**src/rtl/gate_unit_arbiter.sv**
```systemverilog
// Round-robin arbiter that time-shares one bitwise gate unit between NREQ requesters
// and returns each result, tagged with the winner's index, over a valid/ready channel.
`timescale 1ns/1ps
module gate_unit_arbiter #(
  parameter int NREQ  = 4,
  parameter int WIDTH = 8
) (
  input  logic                     clk,
  input  logic                     rst_n,
  input  logic [NREQ-1:0]          req,
  input  logic [3*NREQ-1:0]        op,
  input  logic [WIDTH*NREQ-1:0]    a,
  input  logic [WIDTH*NREQ-1:0]    b,
  output logic [NREQ-1:0]          gnt,
  output logic                     rsp_valid,
  input  logic                     rsp_ready,
  output logic [WIDTH-1:0]         rsp_data,
  output logic [$clog2(NREQ)-1:0]  rsp_id,
  output logic                     rsp_err,
  output logic                     busy
);

  localparam int IDW = $clog2(NREQ);
  localparam int CW  = IDW + 1;

  typedef enum logic [1:0] {S_IDLE, S_EXEC, S_DONE} state_e;

  typedef enum logic [2:0] {
    OP_NOT  = 3'd0,
    OP_AND  = 3'd1,
    OP_OR   = 3'd2,
    OP_NAND = 3'd3,
    OP_NOR  = 3'd4,
    OP_XOR  = 3'd5,
    OP_XNOR = 3'd6,
    OP_ILL  = 3'd7
  } op_e;

  state_e            state_q;
  logic [IDW-1:0]    ptr_q;
  logic [IDW-1:0]    id_q;
  op_e               op_q;
  logic [WIDTH-1:0]  a_q;
  logic [WIDTH-1:0]  b_q;
  logic [NREQ-1:0]   gnt_q;
  logic              rsp_valid_q;
  logic [WIDTH-1:0]  rsp_data_q;
  logic [IDW-1:0]    rsp_id_q;
  logic              rsp_err_q;

  logic              win_found_d;
  logic [IDW-1:0]    win_idx_d;
  logic [IDW-1:0]    ptr_d;
  logic [CW-1:0]     cand;
  logic [2:0]        win_op_d;
  logic [WIDTH-1:0]  win_a_d;
  logic [WIDTH-1:0]  win_b_d;
  logic [WIDTH-1:0]  gate_data_d;
  logic              gate_err_d;

  // Walk the requesters starting at ptr_q, wrapping modulo NREQ; first hit wins.
  always_comb begin
    // NOTE: every combinational output gets a default first so no path can infer a latch.
    win_found_d = 1'b0;
    win_idx_d   = '0;
    cand        = '0;
    for (int k = 0; k < NREQ; k++) begin
      cand = {1'b0, ptr_q} + CW'(k);
      if (cand >= CW'(NREQ)) cand = cand - CW'(NREQ);
      if (!win_found_d && req[cand[IDW-1:0]]) begin
        win_found_d = 1'b1;
        win_idx_d   = cand[IDW-1:0];
      end
    end
  end

  assign ptr_d = (win_idx_d == IDW'(NREQ-1)) ? '0 : win_idx_d + IDW'(1);

  always_comb begin
    win_op_d = '0;
    win_a_d  = '0;
    win_b_d  = '0;
    for (int i = 0; i < NREQ; i++) begin
      if (win_idx_d == IDW'(i)) begin
        win_op_d = op[3*i +: 3];
        win_a_d  = a[WIDTH*i +: WIDTH];
        win_b_d  = b[WIDTH*i +: WIDTH];
      end
    end
  end

  // The single shared gate unit, fed only from the operands latched at grant.
  always_comb begin
    gate_data_d = '0;
    gate_err_d  = 1'b0;
    case (op_q)
      OP_NOT:  gate_data_d = ~a_q;
      OP_AND:  gate_data_d = a_q & b_q;
      OP_OR:   gate_data_d = a_q | b_q;
      OP_NAND: gate_data_d = ~(a_q & b_q);
      OP_NOR:  gate_data_d = ~(a_q | b_q);
      OP_XOR:  gate_data_d = a_q ^ b_q;
      OP_XNOR: gate_data_d = ~(a_q ^ b_q);
      default: gate_err_d  = 1'b1;
    endcase
  end

  // NOTE: all state updates are non-blocking so every register samples pre-edge values.
  always_ff @(posedge clk) begin
    if (!rst_n) begin
      state_q     <= S_IDLE;
      ptr_q       <= '0;
      id_q        <= '0;
      op_q        <= OP_NOT;
      a_q         <= '0;
      b_q         <= '0;
      gnt_q       <= '0;
      rsp_valid_q <= 1'b0;
      rsp_data_q  <= '0;
      rsp_id_q    <= '0;
      rsp_err_q   <= 1'b0;
    end else begin
      case (state_q)
        S_IDLE: begin
          if (win_found_d) begin
            op_q    <= op_e'(win_op_d);
            a_q     <= win_a_d;
            b_q     <= win_b_d;
            id_q    <= win_idx_d;
            gnt_q   <= NREQ'(1) << win_idx_d;
            ptr_q   <= ptr_d;
            state_q <= S_EXEC;
          end
        end
        S_EXEC: begin
          gnt_q       <= '0;
          rsp_data_q  <= gate_data_d;
          rsp_err_q   <= gate_err_d;
          rsp_id_q    <= id_q;
          rsp_valid_q <= 1'b1;
          state_q     <= S_DONE;
        end
        S_DONE: begin
          if (rsp_ready) begin
            rsp_valid_q <= 1'b0;
            state_q     <= S_IDLE;
          end
        end
        default: state_q <= S_IDLE;
      endcase
    end
  end

  assign gnt       = gnt_q;
  assign rsp_valid = rsp_valid_q;
  assign rsp_data  = rsp_data_q;
  assign rsp_id    = rsp_id_q;
  assign rsp_err   = rsp_err_q;
  assign busy      = (state_q != S_IDLE);

endmodule

```
**config.mk**
```make
export PLATFORM = sky130hd
export DESIGN_NAME = gate_unit_arbiter
export DESIGN_NICKNAME = d
export VERILOG_FILES = /design/src/rtl/gate_unit_arbiter.sv
export SDC_FILE = /design/constraint.sdc
export NUM_CORES = 1
export LEC_CHECK = 0
export CORE_AREA = 2 2 108 68
export CTS_CLUSTER_DIAMETER = 80
export DETAILED_ROUTE_END_ITERATION = 16
export DIE_AREA = 0 0 110 70
export PLACE_DENSITY = 0.82
export SYNTH_ARGS = -nofsm -noshare
export SYNTH_HDL_FRONTEND = slang
export SYNTH_SLANG_ARGS = --single-unit
export TNS_END_PERCENT = 1
```
**constraint.sdc**
```tcl
create_clock -name clk -period 2.6 [get_ports clk]
set_clock_uncertainty 0.1 [all_clocks]
set_input_delay 0.26 -clock clk [delete_from_list [all_inputs] [get_ports clk]]
set_output_delay 0.26 -clock clk [all_outputs]
set_load 0.1 [all_outputs]
```
-- Word-level counts from Yosys, hierarchy flattened
Index checks and enable logic that the tools add are counted.
- output and inout port bits: 17
- input bits: 83
- register bits: 41
- word-level logic and storage cells: 107
- equal/unequal tests: 13
- shift-type cells: 1
- reduce and logical (&&, ||, !) cells: 17
- add/subtract/negate cells: 8
- order comparisons: 8
- bitwise logic cells: 7
- multiplexer cells: 42
- operators by type and width (operator ; number):
    2-to-1 mux 8 bit ; 8
    one-hot mux 8 bit (7 select lines) ; 1
    inverter 8 bit ; 4
    2-to-1 mux 2 bit ; 11
    less-than comparator 2 x 3 -> 1 bit (second input constant) ; 4
    2-to-1 mux 3 bit ; 4
    2-to-1 mux 1 bit ; 10
    == test 3 bit (second input constant) ; 3
    >= comparator 3 bit (second input constant) ; 3
    AND 8 bit ; 1
    binary-select mux 1 bit (select 2 bit) ; 4
    bitwise OR 8 bit ; 1
    one-hot mux 4 bit (2 select lines) ; 1
    AND reduction 2 bit ; 4
    subtractor 2 x 1 -> 2 bit (second input constant) ; 4
    XOR 8 bit ; 1
    OR reduction 7 bit ; 1
    adder 2 x 2 -> 3 bit (second input constant) ; 2
    == test 2 bit (second input constant) ; 3
    == test 3 x 2 -> 1 bit (second input constant) ; 2
    one-hot mux 2 bit (3 select lines) ; 1
    nonzero test 2 bit ; 3
    == test 2 x 1 -> 1 bit (second input constant) ; 2
    logical NOT 2 bit ; 2
    11 further kinds ; 16

-- Depth between registers and ports, before layout
Gate-level depths: netlist (run 1).
- word-level depth: 19
- depth in mapped cells: 12
- gate-level depth less buffers: 9

-- Worst setup path after synthesis (run 1)
No wires, ideal clock.
- path type: reg-to-reg
- start: register ptr_q[1]
- end: register b_q[5]
- cell stages (with the launch flop): 12
- buffers on the path: 3
- data required time: 2378 ps
- period minus slack after synthesis: 2381 ps
- setup time: 122 ps
- arrival time: 2159 ps
- slack: 219 ps
- cells stage by stage: dfxtp_1 > buf_2 > mux2i_1 > o221ai_1 > or2_2 > ha_1 > nor2b_1 > buf_4 > buf_4 > a221oi_1 > a211o_1 > a21oi_2
- longest elaborated chain between the ends: 19
- elaborated cells on any way between the ends: 46
- classes of those cells: add/sub (7); order compare (4); eq/ne (3); mux (24); reduce/logical (8)
- RTL lines (item ; RTL line ; source):
    from (decl) ; 40 ; logic [IDW-1:0] ptr_q;
    from (signal assigned) ; 131 ; ptr_q <= ptr_d;
    parallel branches: the longest is 19 deep, another holds adder 2 x 1 -> 3 bit ; n/a ;
    to (signal assigned) ; 128 ; b_q <= win_b_d;
    to (decl) ; 44 ; logic [WIDTH-1:0] b_q;
Parallel ways; which one is timed is not known. The select of a mux whose other input is x is not followed.
A chain may end at the register's enable or synchronous reset.

-- Final worst setup path (run 1)
- start: input port req[0]
- end: register op_q[1]
- longest elaborated chain between the ends: 17
- elaborated cells on any way between the ends: 31
- classes of those cells: eq/ne (3); mux (20); reduce/logical (8)
- RTL lines (item ; RTL line ; source):
    from (decl) ; 10 ; input logic [NREQ-1:0] req,
    binary-select mux 1 bit (select 2 bit) ; 70 ; if (!win_found_d && req[cand[IDW-1:0]]) begin
    2-to-1 mux 1 bit (implied by the code) ; 70 ;
    2-to-1 mux 1 bit ; 70 ;
    logical NOT 1 bit ; 70 ;
    logical AND 1 bit ; 70 ;
    2-to-1 mux 1 bit ; 70 ;
    logical NOT 1 bit ; 70 ;
    logical AND 1 bit ; 70 ;
    2-to-1 mux 1 bit ; 70 ;
    logical NOT 1 bit ; 70 ;
    logical AND 1 bit ; 70 ;
    2-to-1 mux 2 bit * ; 70 ;
    named net win_idx_d[0] ; 52 ; logic [IDW-1:0] win_idx_d;
    logical NOT 2 bit ; 84 ; if (win_idx_d == IDW'(i)) begin
    2-to-1 mux 3 bit (3 in a row) ; 84 ;
    2-to-1 mux 3 bit * ; 84 ;
    to (signal assigned) ; 126 ; op_q <= op_e'(win_op_d);
    to (decl) ; 42 ; op_e op_q;
Mark *: on every way through the listed nets, which the timed path passes. The rest lies on a longest branch. The select of a mux whose other input is x is not followed.

==> qor.yml, run 1 <==
status: "complete, no violations"
syn_inst: 368
reg2reg_slack_ps: 220
mostFrequentLayoutCells: "clkdlybuf4s50_1, inv_1, dfxtp_1, a21oi_2, buf_4"
yosys.area_share.adder_pct: 8.06
path_clk_slew_ps: 90
clock.fmax_ghz: 0.408
drive_gt1_share_pct: 18.8
drtPass1Iterations: 4
final_util_pct: 61.3
nets: 564
ys_warn_count: 0
cts_tree: "built"
setup_viol: 0
start_kind: "primary input"
dieHeight_um: 70
antenna_found_initial: 0
synth_seq_area_share_pct: 26.5
async_flop_share_pct: 0
wl_per_cell_um: 16.2
crit_slowest_cell: "clkdlybuf4s50_1"
synth_xor_xnor_area_share_pct: 0.565
dieWidth_um: 110
synth_top_family_by_area: "compound AO/OA/AOI/OAI gates"
portBuffers: 99
synth-simple-area-share_pct: 11.5
grt_util_all_layers_pct: 23.9
remaining_drc_errors: 0
grt_max_degree: 39
clock_latency_ps: 310
worstPathMaxFanout: 12
io_pins: 100
p_leak_nw: 1.68
regArea_um2: 822
syn_area_um2: 3100
synth_edf_count: 0
layout_commonest_cell: "clkdlybuf4s50_1"
core-area_um2: 6880
insertedDiodeCount: 0
grt_pass1_vias: 3037
rows: 24
overflow: 0
grt_pass1_wl_um: 14500
synthMuxAreaShare_pct: 3.59
cts.sinks: 41
pwr_density_cell_nw_per_um2: 685
syn_avg_cell_area_um2: 8.43
ys_types: 47
drv_slew: 0
max-slew-margin-rel_pct: 38.6
cpLargestDelayFamily: "buffers and inverters"
syn2layout_area_growth_pct: 35.8
start_util_pct: 45.1
arrival_ps: 2550
gp_congestion: 0.865
final-hold-violation-count: 0
numCtsBuffers: 5
cap_violations: 0
multi_input_area_um2: 1920
synth_seq_cells: 41
hp-class: "reg2reg"
dieArea_um2: 7700
worstSetupPathType: "in2reg"
endpoint_kind: "flop"
critical-path-max-stage-delay_ps: 580
h-tree-depth: 2
via_per_inst: 5.59
drtIter0Drc: 190
cts.path.max_buffers: 2
dp.final_hpwl_um: 6970
min_period_ps: 2450
max-vdd-ir-drop_mv: 0.341
cts-root-buf: "clkbuf_8"
whs_ps: 360
nFillCells: 599
post_cts_buffers: 0
worstMarginPinSlew_ps: 919
crit_chain: "clkdlybuf4s50_1 -> mux2i_1 -> o221ai_1 -> buf_4 -> nor2_1 -> ha_1 -> buf_4 -> a21oi_1 -> o21ai_0 -> a221oi_1 -> nor2_1"
rsz0062_at_grt: "false"
num_vias: 3094
antenna_left: 0
wirelength_um: 8980
crit_required_ps: 2700
min_period_over_period_pct: 94.2
synth_compound_area_share_pct: 38.0
synth-main-ff-cell: "dfxtp_1"
cp_num_buf_inv: 3
synth_fp_nets: 471
-- state kept, by name (all words and copies together), names as in the netlist, 2 cells and up --
name      flops
b_q           8
state_q       2
rsp_id        2
gnt           4
ptr_q         2
op_q          3
id_q          2
rsp_data      8
a_q           8
-- synthesized netlist by cell type (3+ instances only) --
cell	n	area, µm²
a21boi_0	7	52.6
a32o_1	6	60.1
nand2_1	21	78.8
a211o_1	20	175
o211ai_1	3	22.5
a221oi_1	19	166
nor2_1	6	22.5
nor2b_1	5	31.3
and2_1	4	25.0
nand3_1	5	25.0
mux2i_1	10	100
buf_4	3	22.5
clkbuf_1	12	45.0
a21oi_2	36	315
o21ai_1	4	20.0
a211oi_1	5	37.5
a21oi_1	16	80.1
ha_1	20	250
dfxtp_1	41	821
nand2b_1	18	113
o2bb2ai_1	6	52.6
inv_1	40	150
buf_2	5	25.0
o21ai_0	25	125
-- logic make-up after synthesis --
logic type / Yosys count
compound gates: 156
buf+inv: 72
simple gates: 66
flops: 41
fa+ha+maj: 20
mux: 11
xor+xnor: 2
-- metal layers --
| metal | global-route usage (%) | vias to the layer above | part of all wire, % |
|---|---|---|---|
| met2 | 36.3 | 116 | 44 |
| met5 | 0 | - | 0 |
| met4 | 5.49 | 0 | 1.1 |
| met3 | 6.07 | 11 | 9.3 |
| met1 | 33.7 | 1461 | 45 |
| li1 | - | 1506 | - |
-- worst paths after layout --
path | depth (start not counted) | from | end
worst max-delay path | 11 | req[0] | op_q[1]
worst min-delay path | 2 | rsp_data[6] | rsp_data[6]
worst max register to register | 11 | ptr_q[0] | op_q[1]
worst min register to register | 2 | rsp_data[6] | rsp_data[6]
-- per-stage QoR --
| step | TNS [ps] | instance area (µm²) | power, mW | std cells | setup slack [ps] |
|---|---|---|---|---|---|
| after floorplan | 0 | 3100 | 2.02 | 368 | 219 |
| after global placement | -90.1 | 4120 | 2.39 | 545 | -27.3 |
| after detailed placement | -1980 | 4120 | 2.45 | 545 | -139 |
| after CTS | 0 | 4210 | 2.88 | 553 | 157 |
| after global routing | 0 | 4210 | 3.08 | 553 | 13.5 |
| final | 0 | 4210 | 2.89 | 553 | 152 |
-- final cells by class --
| cell class | instances | area share (%) |
|---|---|---|
| Multi-Input combinational cell | 255 | 45.7 |
| Inverter | 41 | 3.65 |
| Sequential cell | 41 | 19.5 |
| Timing Repair Buffer | 117 | 26.3 |
| Clock inverter | 3 | 0.534 |
| Tap cell | 91 | 2.70 |
| Clock buffer | 5 | 1.63 |
-- worst register-to-register path: cells and delay by family, from the launching register on --
| family | cells | cell delay [ps] |
|---|---|---|
| AOI/OAI and AO/OA | 5 | 980 |
| adders and majority gates | 1 | 240 |
| buffers and inverters | 3 | 440 |
| DFF | 1 | 360 |
| and+or+nand+nor | 2 | 150 |
-- repair_timing --
item	4_1_cts	5_1_grt
hold buffers	0	0
endpoints found under the setup margin	0	4
gates resized for setup	0	2
-- power by group --
part	switching [mW]	internal, mW
logic	0.907	0.675
registers	0.134	0.737
clock network	0.246	0.188
total	1.29	1.60
Note: power is estimated with default switching activity, not from simulation.
==> run 2, diff against run 1 <==
GPL_TIMING_DRIVEN = 1   (was unset)
TNS_END_PERCENT = unset   (was 1)
==> results of run 2 <==
No change in the layout: final DEF, timing and power equal those of run 1.
